==> config.mk <==
export PLATFORM = sky130hd
export DESIGN_NAME = eth_rx_ctrl
export DESIGN_NICKNAME = d
export VERILOG_FILES = /design/src/rtl/eth_rx_ctrl.sv
export SDC_FILE = /design/constraint.sdc
export NUM_CORES = 1
export LEC_CHECK = 0
export CAP_MARGIN = 20
export CORE_MARGIN = 5
export CORE_UTILIZATION = 54
export DETAILED_ROUTE_END_ITERATION = 12
export DONT_BUFFER_PORTS = 1
export PLACE_DENSITY = 0.72
export SLEW_MARGIN = 20
export SYNTH_ARGS = -nofsm -noshare
export SYNTH_HDL_FRONTEND = slang
export SYNTH_SLANG_ARGS = --single-unit
==> constraint.sdc <==
create_clock -name Clk -period 2.3 [get_ports Clk]
set_input_delay 0.23 -clock Clk [delete_from_list [all_inputs] [get_ports Clk]]
set_output_delay 0.23 -clock Clk [all_outputs]
set_load 0.05 [all_outputs]
==> src/rtl/eth_rx_ctrl.sv <==
// RMII receive controller: preamble/SFD hunt, dibit-to-byte assembly, field latching and CRC-32 check.
// Optional destination address filter enabled by defining ETH_RX_ADDR_FILTER_EN.
module eth_rx_ctrl #(
   parameter int          pMIN_PREAMBLE_DIBITS = 8,
   parameter int          pMIN_FRAME_BYTES     = 64,
   parameter int          pMAX_FRAME_BYTES     = 1518,
   parameter logic [47:0] pMAC_ADDR            = 48'h020000000001
) (
   input  logic        Clk,
   input  logic        Rst,
   input  logic        i_crs_dv,
   input  logic [1:0]  i_rxd,
   output logic [7:0]  o_byte,
   output logic        o_byte_vld,
   output logic        o_sof,
   output logic        o_eof,
   output logic        o_crc_ok,
   output logic        o_frame_err,
   output logic [2:0]  o_err_code,
   output logic [47:0] o_dest_addr,
   output logic [15:0] o_len_type
);

   // state     | meaning
   // IDLE      | waiting for carrier with a 01 dibit
   // PREAMBLE  | counting 01 dibits, waiting for 11 (SFD end)
   // DEST_ADDR | bytes 0..5
   // SRC_ADDR  | bytes 6..11
   // LEN_TYPE  | bytes 12..13
   // DATA      | payload, pad and FCS until carrier drops
   // DROP      | frame discarded, silent until carrier drops
   typedef enum logic [2:0] {IDLE, PREAMBLE, DEST_ADDR, SRC_ADDR, LEN_TYPE, DATA, DROP} state_t;

`ifdef ETH_RX_ADDR_FILTER_EN
   localparam bit FILTER_EN = 1'b1;
`else
   localparam bit FILTER_EN = 1'b0;
`endif

   localparam logic [31:0] CRC_POLY    = 32'hEDB88320;
   localparam logic [31:0] CRC_RESIDUE = 32'hDEBB20E3;
   localparam logic [5:0]  MIN_PRE     = 6'(pMIN_PREAMBLE_DIBITS);
   localparam logic [10:0] MIN_BYTES   = 11'(pMIN_FRAME_BYTES);
   localparam logic [10:0] MAX_BYTES   = 11'(pMAX_FRAME_BYTES);
   localparam logic [2:0]  ERR_NONE = 3'd0, ERR_CRC = 3'd1, ERR_RUNT = 3'd2,
                           ERR_GIANT = 3'd3, ERR_ALIGN = 3'd4, ERR_ADDR = 3'd5;

   state_t      state, state_nx;
   logic [5:0]  pre_cnt, pre_cnt_nx;
   logic [1:0]  dibit_cnt, dibit_cnt_nx;
   logic [10:0] byte_cnt, byte_cnt_nx;
   logic [5:0]  sh, sh_nx;
   logic [31:0] crc, crc_nx;
   logic [39:0] fld, fld_nx;
   logic        armed, armed_nx;
   logic        addr_rej, addr_rej_nx;
   logic [7:0]  byte_new, byte_nx;
   logic [47:0] dest_new, dest_nx;
   logic [15:0] len_nx;
   logic        byte_vld_nx, sof_nx, eof_nx, crc_ok_nx;
   logic [2:0]  err_nx;

   function automatic logic [31:0] crc_dibit(input logic [31:0] c, input logic [1:0] d);
      logic [31:0] r;
      r = c;
      for (int i = 0; i < 2; i++) begin
         if (r[0] ^ d[i]) r = (r >> 1) ^ CRC_POLY;
         else             r = r >> 1;
      end
      return r;
   endfunction

   assign byte_new = {i_rxd, sh};
   assign dest_new = {fld, byte_new};

   always_comb begin
      state_nx     = state;
      pre_cnt_nx   = pre_cnt;
      dibit_cnt_nx = dibit_cnt;
      byte_cnt_nx  = byte_cnt;
      sh_nx        = sh;
      crc_nx       = crc;
      fld_nx       = fld;
      // a new frame may only start once the carrier has been seen low
      armed_nx     = armed | ~i_crs_dv;
      addr_rej_nx  = 1'b0;
      byte_nx      = o_byte;
      byte_vld_nx  = 1'b0;
      sof_nx       = 1'b0;
      eof_nx       = 1'b0;
      crc_ok_nx    = 1'b0;
      err_nx       = ERR_NONE;
      dest_nx      = o_dest_addr;
      len_nx       = o_len_type;

      case (state)
         IDLE: begin
            if (armed && i_crs_dv && i_rxd == 2'b01) begin
               state_nx   = PREAMBLE;
               pre_cnt_nx = 6'd1;
            end
         end
         PREAMBLE: begin
            if (!i_crs_dv) begin
               state_nx = IDLE;
            end else if (i_rxd == 2'b01) begin
               if (pre_cnt != '1) pre_cnt_nx = pre_cnt + 6'd1;
            end else if (i_rxd == 2'b11 && pre_cnt >= MIN_PRE) begin
               state_nx     = DEST_ADDR;
               dibit_cnt_nx = '0;
               byte_cnt_nx  = '0;
               crc_nx       = '1;
            end else begin
               state_nx = DROP;
            end
         end
         DEST_ADDR, SRC_ADDR, LEN_TYPE, DATA: begin
            if (!i_crs_dv) begin
               state_nx = IDLE;
               eof_nx   = 1'b1;
               if (dibit_cnt != 2'd0)      err_nx = ERR_ALIGN;
               else if (byte_cnt < MIN_BYTES) err_nx = ERR_RUNT;
               else if (crc != CRC_RESIDUE)   err_nx = ERR_CRC;
               else                           crc_ok_nx = 1'b1;
            end else begin
               crc_nx       = crc_dibit(crc, i_rxd);
               sh_nx        = byte_new[7:2];
               dibit_cnt_nx = dibit_cnt + 2'd1;
               if (dibit_cnt == 2'd3) begin
                  if (byte_cnt == MAX_BYTES) begin
                     state_nx = DROP;
                     eof_nx   = 1'b1;
                     err_nx   = ERR_GIANT;
                  end else begin
                     byte_nx     = byte_new;
                     byte_vld_nx = 1'b1;
                     sof_nx      = (byte_cnt == 11'd0);
                     if (byte_cnt != '1) byte_cnt_nx = byte_cnt + 11'd1;
                     fld_nx      = {fld[31:0], byte_new};
                     case (state)
                        DEST_ADDR: if (byte_cnt == 11'd5) begin
                           dest_nx  = dest_new;
                           state_nx = SRC_ADDR;
                           if (FILTER_EN && dest_new != pMAC_ADDR && dest_new != '1) begin
                              addr_rej_nx = 1'b1;
                              state_nx    = DROP;
                           end
                        end
                        SRC_ADDR: if (byte_cnt == 11'd11) state_nx = LEN_TYPE;
                        LEN_TYPE: if (byte_cnt == 11'd13) begin
                           len_nx   = {fld[7:0], byte_new};
                           state_nx = DATA;
                        end
                        default: ;
                     endcase
                  end
               end
            end
         end
         DROP: begin
            if (!i_crs_dv) state_nx = IDLE;
         end
         default: state_nx = IDLE;
      endcase

      // address reject reports one cycle after the last dest byte strobe
      if (addr_rej) begin
         eof_nx = 1'b1;
         err_nx = ERR_ADDR;
      end
   end

   always_ff @(posedge Clk) begin
      if (Rst) begin
         state       <= IDLE;
         pre_cnt     <= '0;
         dibit_cnt   <= '0;
         byte_cnt    <= '0;
         sh          <= '0;
         crc         <= '1;
         fld         <= '0;
         armed       <= 1'b0;
         addr_rej    <= 1'b0;
         o_byte      <= '0;
         o_byte_vld  <= 1'b0;
         o_sof       <= 1'b0;
         o_eof       <= 1'b0;
         o_crc_ok    <= 1'b0;
         o_frame_err <= 1'b0;
         o_err_code  <= '0;
         o_dest_addr <= '0;
         o_len_type  <= '0;
      end else begin
         state       <= state_nx;
         pre_cnt     <= pre_cnt_nx;
         dibit_cnt   <= dibit_cnt_nx;
         byte_cnt    <= byte_cnt_nx;
         sh          <= sh_nx;
         crc         <= crc_nx;
         fld         <= fld_nx;
         armed       <= armed_nx;
         addr_rej    <= addr_rej_nx;
         o_byte      <= byte_nx;
         o_byte_vld  <= byte_vld_nx;
         o_sof       <= sof_nx;
         o_eof       <= eof_nx;
         o_crc_ok    <= crc_ok_nx;
         o_frame_err <= (err_nx != ERR_NONE);
         o_err_code  <= err_nx;
         o_dest_addr <= dest_nx;
         o_len_type  <= len_nx;
      end
   end

endmodule

==> metrics.yaml, run 1 <==
outcome: "finished with violations"
violations: "hold timing"
start_util_pct: 55.7
syn_area_um2: 7090
drcViolationCount: 0
end_kind: "flop"
netlist_top_cells_area: "dfxtp_1 49%, nand2_1 12%, a21oi_1 8.5%"
ys_ff_latch: 173
drt_iter0_drc: 485
numCtsBuffers: 17
cts_htree_levels: 4
synth-async-reset-ratio_pct: 0
worst_pin_slew_ns: 0.766
core_area_um2: 12700
top_layer_used: "met4"
clkSinkCount: 173
p_clk_share_pct: 45.6
grt_max_degree: 162
antenna_found_initial: 0
antenna_left: 0
p_total_w: 0.00651
die_h_um: 125
holdWs_ns: -0.129
grt.total_usage_pct: 21.6
hp-class: "input port to flop"
reg2reg_from: "state[1]"
p_int_w: 0.00502
layout_min_cycle_time_ns: 2.14
synthDistinctLibCells: 55
dp_cells: 993
path_depth: 8
routed_wirelength_um: 17100
nNetsFinal: 867
dieWidth_um: 125
dieArea_um2: 15500
firstDrtPassIters: 4
cts_root_buf: "clkbuf_16"
power.density_nw_per_um2: 811
setup_tns_ns: 0
holdBufCountCts: 12
dr_wl_met3_um: 1360
synth_top_cell_by_area: "dfxtp_1"
max_cap_viol_count: 0
hold_violations: 108
synth_commonest_cells: "235 x nand2_1, 173 x dfxtp_1, 120 x a21oi_1, 45 x clkbuf_1, 33 x nand2b_1"
ir_drop_uv: 491
grt.overflow.total: 0
rows: 41
pwr-share-comb_pct: 7.1
wl_met1_um: 7630
sw_frac_of_total_pct: 22.9
syn2layout_area_growth_pct: 13.2
path_cells: "ha_1, inv_1, mux2i_1, buf_4, a21oi_1, a31oi_1, nor2_1, dlygate4sd3_1"
leakagePower_nw: 2.78
synth_warnings: 0
holdPathStages: 1
setup_viol_count_final: 0
post-route-util_pct: 63.1
path_buf_inv: 3
grt_pass1_vias: 5605
synth_top_cell_area_share_pct: 48.9
wl_per_cell_um: 16.5
worstSetupPathType: "flop to flop"
clk_latency_ns: 0.42
crit_slowest_cell: "dlygate4sd3_1"
antenna_cells: 0
io_buffers: 0
min_from: "Rst"
final_cells: 1037
syn_nets: 875
ios: 85
relSlewSlack_pct: 48.7
ys_seq_area_share_pct: 48.9
switchingPower_w: 0.00149
slew_viol_final: 0
hpwl_um: 11000
post-route-period-util_pct: 93.1
nFillCells: 1092
synthFlopType: "dfxtp_1"
ctsLongestPathBuffers: 2
synth-edff-count: 0
grt_first_pass_wirelength_um: 27900
path_delay_family: "buffers and inverters"
avgSynthCellArea_um2: 8.23
clock.fmax_mhz: 467
yosysMostFrequentCell: "nand2_1"
via_per_inst: 5.72
pwr-share-seq_pct: 47.3
drive_above_1_share_pct: 8.44
startpoint: "state[1]"
finClkSkew_ns: 0.00808
clk_pin_slew_ns: 0.06
ff2ff_path_depth: 8
dr_wl_met2_um: 7820
vias: 5929
gp_congestion: 0.876
cts_tree: "done"
start_kind: "flop"
crit_path_max_fanout: 6
worstPathArrival_ns: 2.50
max_stage_delay_ns: 0.55
required_ns: 2.66
synthCells: 861
[power by group through the flow]
| stage | clock [W] | sequential, W | combinational (W) |
|---|---|---|---|
| floorplan | 0 | 0.00313 | 0.000337 |
| global placement | 0 | 0.00314 | 0.000419 |
| detailed placement | 0 | 0.00314 | 0.000432 |
| CTS | 0.00301 | 0.00307 | 0.000451 |
| global route | 0.00314 | 0.00308 | 0.000505 |
| finish | 0.00297 | 0.00308 | 0.000462 |
[through the flow]
stage                     worst slack [ns]  cell area [um2]
after floorplan                      0.270             7090
after global placement               0.194             7250
after detailed placement            0.0574             7250
after CTS                           0.0363             7990
after global routing              -0.00520             8020
final                                0.159             8020
[area by class of cell]
type	instances	area, um2	area share, %
Sequential cell	173	3460	43.2
Tap cell	172	215	2.68
Multi-Input combinational cell	606	3320	41.3
Timing Repair Buffer	37	345	4.30
Inverter	18	67.6	0.842
Clock buffer	20	457	5.69
Clock inverter	11	156	1.95
[sequential cells by signal, summed over array words and instances, names as in the netlist]
name / flops
dibit_cnt: 2
armed: 1
o_err_code: 3
o_frame_err: 1
fld: 33
o_eof: 1
o_byte: 7
o_sof: 1
pre_cnt: 6
o_byte_vld: 1
crc: 32
o_crc_ok: 1
o_len_type: 16
sh: 6
o_dest_addr: 48
byte_cnt: 11
state: 3
[layout by cell type, fill, tap and decap left out, drive strengths merged, types with 6 or more instances in the layout]
cell type,instances
a21oi,120
a31oi,13
and3,12
buf,25
clkbuf,20
dfxtp,173
dlygate4sd3,12
ha,9
inv,22
mux2i,6
nand2,235
nand2b,33
nand3,15
nand4,11
nand4b,6
nor2,27
nor3,6
o21ai,8
o21bai,8
o22ai,26
xnor2,16
xor2,10
[final timing paths]
path	endpoint	slack [ns]
worst max-delay path	dibit_cnt[1]	0.16
worst min-delay path	o_dest_addr[12]	-0.13
worst max register to register	dibit_cnt[1]	0.16
worst min register to register	fld[38]	0.46
[cell families (layout without fill, tap and decap cells)]
logic type	after synthesis	after routing	synth area share [%]
buffers and inverters	82	86	4.96
adder cells (fa/ha/maj)	9	9	1.59
AND/OR/NAND/NOR	366	366	23.8
XOR/XNOR	26	26	3.53
multiplexers	7	7	1.01
flip-flops	173	173	48.9
AO/OA/AOI/OAI	198	198	16.3
[routing by layer]
| layer | vias to the layer above | track usage (%) |
|---|---|---|
| met2 | 190 | 33.3 |
| met5 | - | 0 |
| met1 | 2826 | 27.8 |
| li1 | 2888 | - |
| met3 | 25 | 7.29 |
| met4 | 0 | 8.90 |
[repair_timing]
| item | CTS | global route |
|---|---|---|
| hold endpoints to repair | 155 | 137 |
| gates resized for setup | 0 | 4 |
| setup buffers | 0 | 1 |
| setup endpoints to repair | 0 | 73 |
Power figures use the tool's default switching activity.
==> inputs of run 2 (changes only) <==
--- a/config.mk
+++ b/config.mk
@@ -9,8 +9,7 @@
 export CORE_MARGIN = 5
 export CORE_UTILIZATION = 54
 export DETAILED_ROUTE_END_ITERATION = 12
-export DONT_BUFFER_PORTS = 1
-export PLACE_DENSITY = 0.72
+export PLACE_DENSITY = 0.81
 export SLEW_MARGIN = 20
 export SYNTH_ARGS = -nofsm -noshare
 export SYNTH_HDL_FRONTEND = slang
==> constraint.sdc (replaced) <==
create_clock -name Clk -period 2.05 [get_ports Clk]
set_input_delay 0.205 -clock Clk [delete_from_list [all_inputs] [get_ports Clk]]
set_output_delay 0.205 -clock Clk [all_outputs]
set_load 0.05 [all_outputs]
==> metrics.yaml, run 2 (same netlist as run 1, synthesis figures left out) <==
outcome: "finished, final reports clean"  # was finished with violations
via_per_inst: 5.62  # was 5.72
rows: 41  # unchanged
max_stage_delay_ns: 0.89  # was 0.55 ns
nFillCells: 1006  # was 1092
grt_setup_unrepaired: "yes"
path_buf_inv: 1  # was 3
p_int_w: 0.00538  # was 0.00502 W
routed_wirelength_um: 17900  # was 17100 um
setup_viol_count_final: 0  # unchanged
worstSetupPathType: "flop to primary output"  # was flop to flop
numCtsBuffers: 17  # unchanged
hp-class: "input port to flop"  # unchanged
clk_latency_ns: 0.43  # was 0.42 ns
regMostFlops: "o_dest_addr"  # unchanged
gp_congestion: 0.841  # was 0.876
cts_tree: "done"  # unchanged
crit_slowest_cell: "clkdlybuf4s50_1"  # was dlygate4sd3_1
nNetsFinal: 973  # was 867
core_area_um2: 12700  # unchanged
slew_viol_final: 0  # unchanged
grt_first_pass_wirelength_um: 28800  # was 27900 um
top_regs: "o_dest_addr: 48 flops, fld: 33 flops, crc: 32 flops"  # unchanged
wl_per_cell_um: 15.7  # was 16.5 um
post-route-period-util_pct: 98.1
cts_htree_levels: 4  # unchanged
finClkSkew_ns: 0.00835  # was 0.00808 ns
path_cells: "clkdlybuf4s50_1"  # was ha_1, inv_1, mux2i_1, buf_4, a21oi_1, a31oi_1, nor2_1, dlygate4sd3_1
drive_above_1_share_pct: 11.8  # was 8.44%
max_cap_viol_count: 0  # unchanged
final_common_cell: "nand2_1"  # unchanged
hpwl_um: 11700  # was 11000 um
dp_cells: 1110  # was 993
io_buffers: 84  # was 0
multiInputGateArea_um2: 3330  # was 3320 um2
antenna_left: 0  # unchanged
sw_frac_of_total_pct: 24.5  # was 22.9%
required_ns: 1.85  # was 2.66 ns
drt_iter0_drc: 588  # was 485
area.sequential_um2: 3470  # was 3460 um2
grt.total_usage_pct: 22.3  # was 21.6%
layout_min_cycle_time_ns: 2.01
ctsLongestPathBuffers: 2  # unchanged
hold_violations: 0  # was 108
dieArea_um2: 15500  # unchanged
antenna_found_initial: 0  # unchanged
clock.fmax_mhz: 497
path_delay_family: "buffers and inverters"  # unchanged
start_util_pct: 55.7  # unchanged
end_kind: "primary output"  # was flop
p_total_w: 0.00713  # was 0.00651 W
ir_drop_uv: 555  # was 491 uV
drcViolationCount: 0  # unchanged
die_h_um: 125  # unchanged
start_kind: "flop"  # unchanged
final_cells: 1141  # was 1037
final_cell_mix: "235 x nand2_1, 170 x dfxtp_1, 120 x a21oi_1"  # was 235 x nand2_1, 172 x dfxtp_1, 120 x a21oi_1
power.density_nw_per_um2: 789  # was 811 nW/um2
vias: 6408  # was 5929
worstPathArrival_ns: 1.81  # was 2.50 ns
largest_register_ffs: 48  # unchanged
worst_pin_slew_ns: 0.614  # was 0.766 ns
firstDrtPassIters: 7  # was 4
crit_path_max_fanout: 5  # was 6
grt_max_degree: 153  # was 162
dieWidth_um: 125  # unchanged
ios: 85  # unchanged
pwr-share-seq_pct: 48.3  # was 47.3%
cts_root_buf: "clkbuf_16"  # unchanged
pwr-share-comb_pct: 8.7  # was 7.1%
antenna_cells: 0  # unchanged
clk_pin_slew_ns: 0.07  # was 0.06 ns
syn2layout_area_growth_pct: 27.4  # was 13.2%
relSlewSlack_pct: 59.1  # was 48.7%
clkSinkCount: 173  # unchanged
grt_pass1_vias: 5792  # was 5605
p_clk_share_pct: 43.0  # was 45.6%
switchingPower_w: 0.00175  # was 0.00149 W
grt.overflow.total: 0  # unchanged
leakagePower_nw: 3.19  # was 2.78 nW
-- run 2: cell types whose count changed in the layout (fill, tap and decap cells not counted), moves of 2 or more --
cell and change:
buf_12 +5, dfxtp_2 +2, clkinv_4 +2, nor3b_2 +2, clkdlybuf4s50_1 +83, dfxtp_1 -2, buf_4 +28, dlygate4sd3_1 -12
nor3b_1 -2, bufinv_16 -2
-- run 2: final cells by class --
type	count	area share, %
multi-input combinational	606	36.9
tap	172	2.38
clock inverter	11	1.23
clock buffer	18	4.86
inverter	18	0.748
timing repair buffer	143	15.5
sequential	173	38.4
-- run 2: per-stage QoR --
stage	utilization [%]	setup WS [ns]	TNS, ns	cell area (um2)	hold WS [ns]
2_1_floorplan	-	0.0197	0	7090	0.341
3_3_place_gp	66.0	-0.0634	-1.38	8400	0.441
3_5_place_dp	66.0	-0.0650	-2.20	8400	0.447
4_1_cts	70.4	0.0263	0	8960	0.0301
5_1_grt	71.0	-0.0292	-0.119	9030	0.0485
6_report	71.0	0.0394	0	9030	0.0473
-- run 2: routing by layer --
layer  up-vias  share of wire [%]  GRT usage, %  wire length [um]
li1       3109                  -             -                 -
met1      3060                 45          30.1              8000
met2       215                 47          34.8              8390
met3        24                6.5          6.05              1170
met4         0                1.7          7.16               308
met5         -                  0             0                 0
-- run 2: worst paths after layout --
path                from               to  slack, ns  cells after the start
max            o_byte[1]        o_byte[1]       0.04                      1
min reg2reg      fld[33]  o_dest_addr[41]       0.45                      2
min                  Rst     dibit_cnt[0]       0.05                      2
max reg2reg  byte_cnt[0]  o_dest_addr[29]       0.09                      9
-- run 2: repair_timing --
action	CTS	global route
buffers inserted	0	1
cloned	0	1
pin swaps	0	1
endpoints found under the setup margin	2	119
gates resized for setup	1	11
hold buffers	0	0
-- run 2: power by group through the flow --
stage	clock network [W]	logic [W]	registers, W
2_1_floorplan	0	0.000378	0.00351
3_3_place_gp	0	0.000597	0.00352
3_5_place_dp	0	0.000603	0.00352
4_1_cts	0.00308	0.000608	0.00344
5_1_grt	0.00326	0.000670	0.00345
6_report	0.00306	0.000621	0.00344
==> inputs of run 3 (changes only) <==
--- a/config.mk
+++ b/config.mk
@@ -5,11 +5,12 @@
 export SDC_FILE = /design/constraint.sdc
 export NUM_CORES = 1
 export LEC_CHECK = 0
+export ABC_AREA = 1
 export CAP_MARGIN = 20
 export CORE_MARGIN = 5
-export CORE_UTILIZATION = 54
+export CORE_UTILIZATION = 25
 export DETAILED_ROUTE_END_ITERATION = 12
-export PLACE_DENSITY = 0.81
+export PLACE_DENSITY = 0.45
 export SLEW_MARGIN = 20
 export SYNTH_ARGS = -nofsm -noshare
 export SYNTH_HDL_FRONTEND = slang
==> metrics.yaml, run 3 <==
netlist_top_cells_area: "dfxtp_1 46%, a21oi_1 8.1%, nor2_1 7.3%"  # was dfxtp_1 49%, nand2_1 12%, a21oi_1 8.5%
power.density_nw_per_um2: 978  # was 789 nW/um2
synthCells: 980  # was 861
synth-async-reset-ratio_pct: 0  # unchanged
crit_slowest_cell: "clkdlybuf4s50_1"  # unchanged
antenna_left: 0  # unchanged
leakagePower_nw: 3.80  # was 3.19 nW
rows: 63  # was 41
yosysMostFrequentCell: "dfxtp_1"  # was nand2_1
grt.total_usage_pct: 12.8  # was 22.3%
hpwl_um: 15000  # was 11700 um
gp_congestion: 0.851  # was 0.841
finClkSkew_ns: 0.0135  # was 0.00835 ns
synth_warnings: 0  # unchanged
start_util_pct: 25.2  # was 55.7%
cts_tree: "done"  # unchanged
die_h_um: 183  # was 125 um
slew_viol_final: 0  # unchanged
layout_min_cycle_time_ns: 1.91  # was 2.01 ns
hold_violations: 0  # unchanged
clk_latency_ns: 0.43  # about the same
relSlewSlack_pct: 64.4  # was 59.1%
start_kind: "flop"  # unchanged
met1_usage_pct: 17.7  # was 30.1%
dp_cells: 1430  # was 1110
hp-class: "flop to flop"  # was input port to flop
final_cells: 1462  # was 1141
outcome: "finished, final reports clean"  # unchanged
clkSinkCount: 173  # unchanged
largest_register_ffs: 48  # unchanged
vias: 6512  # was 6408
ios: 85  # unchanged
final_cell_mix: "172 x dfxtp_1, 145 x nor2_1, 127 x nand2_1"  # was 235 x nand2_1, 170 x dfxtp_1, 120 x a21oi_1
path_cells: "clkdlybuf4s50_1"  # unchanged
routed_wirelength_um: 21100  # was 17900 um
nNetsFinal: 1073  # was 973
regMostFlops: "o_dest_addr"  # unchanged
final_common_cell: "dfxtp_1"  # was nand2_1
synth_commonest_cells: "173 x dfxtp_1, 145 x nor2_1, 128 x nand2_1, 120 x a21oi_1, 66 x inv_1"  # was 235 x nand2_1, 173 x dfxtp_1, 120 x a21oi_1, 45 x clkbuf_1, 33 x nand2b_1
grt-busiest-layer: "met2"  # unchanged
end_kind: "primary output"  # unchanged
setup_tns_ns: 0  # unchanged
cts_root_buf: "clkbuf_16"  # unchanged
antenna_found_initial: 0  # unchanged
crit_path_max_fanout: 4  # was 5
syn2layout_area_growth_pct: 25.9  # was 27.4%
firstDrtPassIters: 5  # was 7
drt_iter0_drc: 405  # was 588
worstSetupPathType: "flop to primary output"  # unchanged
dieWidth_um: 183  # was 125 um
dieArea_um2: 33400  # was 15500 um2
synth_top_cell_by_area: "dfxtp_1"  # unchanged
post-route-period-util_pct: 93.0  # was 98.1%
grt_pass1_vias: 6235  # was 5792
holdWs_ns: 0.473  # was 0.0473 ns
worstPathArrival_ns: 1.70  # was 1.81 ns
path_delay_family: "buffers and inverters"  # unchanged
ir_drop_uv: 448  # was 555 uV
setup_viol_count_final: 0  # unchanged
synthDistinctLibCells: 37  # was 55
met2_usage_pct: 20.2  # was 34.8%
via_per_inst: 4.45  # was 5.62
io_buffers: 84  # unchanged
top_regs: "o_dest_addr: 48 flops, fld: 33 flops, crc: 32 flops"  # unchanged
wl_per_cell_um: 14.5  # was 15.7 um
holdBufCountCts: 0  # unchanged
cts_htree_levels: 4  # unchanged
met3_usage_pct: 2.89  # was 6.05%
grt_max_degree: 49  # was 153
avgSynthCellArea_um2: 7.60  # was 8.23 um2
grt_first_pass_wirelength_um: 34500  # was 28800 um
required_ns: 1.85  # about the same
ctsLongestPathBuffers: 2  # unchanged
antenna_cells: 0  # unchanged
syn_nets: 994  # was 875
synth-edff-count: 0  # unchanged
placed_area_um2: 8770  # was 8400 um2
nFillCells: 3202  # was 1006
grt.overflow.total: 0  # unchanged
grt_setup_unrepaired: "no"  # was yes
ys_seq_area_share_pct: 46.5  # was 48.9%
worst_pin_slew_ns: 0.532  # was 0.614 ns
rrSetupSlack_ns: 0.16  # was 0.09 ns
fin_area_um2: 9380  # was 9030 um2
max_stage_delay_ns: 0.85  # was 0.89 ns
post-route-util_pct: 31.7  # was 71.0%
clock.fmax_mhz: 525  # was 497 MHz
clk_pin_slew_ns: 0.07  # about the same
syn_area_um2: 7450  # was 7090 um2
core_area_um2: 29600  # was 12700 um2
max_cap_viol_count: 0  # unchanged
numCtsBuffers: 17  # unchanged
synth_top_cell_area_share_pct: 46.5  # was 48.9%
path_buf_inv: 1  # unchanged
synthFlopType: "dfxtp_1"  # unchanged
drive_above_1_share_pct: 11.8  # about the same
ys_ff_latch: 173  # unchanged
drcViolationCount: 0  # unchanged
-- run 3: cell count changes after synthesis, moves of 9 or more --
| cell | change |
|---|---|
| and3_1 | -11 |
| nand2_1 | -107 |
| nor2_1 | +118 |
| clkbuf_1 | -22 |
| o21ai_1 | +63 |
| nand2b_1 | -33 |
| a31oi_1 | -12 |
| nand3_1 | +26 |
| inv_1 | +49 |
| o21ai_0 | +58 |
| xnor2_1 | -9 |
| o22ai_1 | -9 |
-- run 3: logic make-up after synthesis --
logic type	count (synthesis)	synth area share, %
flip-flops	173	46.5
AND/OR/NAND/NOR	363	21.8
adder cells (fa/ha/maj)	9	1.51
AO/OA/AOI/OAI	284	20.1
buffers and inverters	141	8.94
XOR/XNOR	10	1.18
-- run 3: layout make-up --
class,count,area (um2),area share (%)
Clock inverter,13,141,1.51
Clock buffer,19,453,4.83
Timing Repair Buffer,126,1210,12.9
Inverter,75,287,3.06
Multi-Input combinational cell,666,3330,35.5
Tap cell,390,488,5.20
Sequential cell,173,3460,36.9
-- run 3: stage by stage --
stage / power, W / worst slack, ns
3_3_place_gp: 0.00601 / 0.113
5_1_grt: 0.00977 / 0.00539
6_report: 0.00917 / 0.144
3_5_place_dp: 0.00602 / 0.100
2_1_floorplan: 0.00538 / 0.319
4_1_cts: 0.00931 / 0.0787
-- run 3: repair_timing --
item	4_1_cts	5_1_grt
gates resized for setup	0	6
buffers inserted	0	0
setup endpoints to repair	0	29
-- run 3: report_power, final --
group	switching, W	leakage [nW]	internal [W]	total (W)
combinational	0.00138	2.11	0.000735	0.00212
sequential	0.000196	1.40	0.00362	0.00381
clock	0.00155	0.293	0.00169	0.00324
total	0.00312	3.80	0.00605	0.00917
-- run 3: routing by layer --
metal  up-vias  wire [um]  share of wire [%]
li1       3394          -                  -
met4         0        260                1.2
met1      2982      10400                 49
met5         -          0                  0
met3        15        867                4.1
met2       121       9600                 45
-- run 3: final timing paths --
path / startpoint / endpoint / cells past startpoint
hold reg to reg: pre_cnt[4] / pre_cnt[4] / 2
setup / recovery: o_byte[6] / o_byte[6] / 1
hold / removal: pre_cnt[4] / pre_cnt[4] / 2
setup reg to reg: state[2] / state[0] / 10
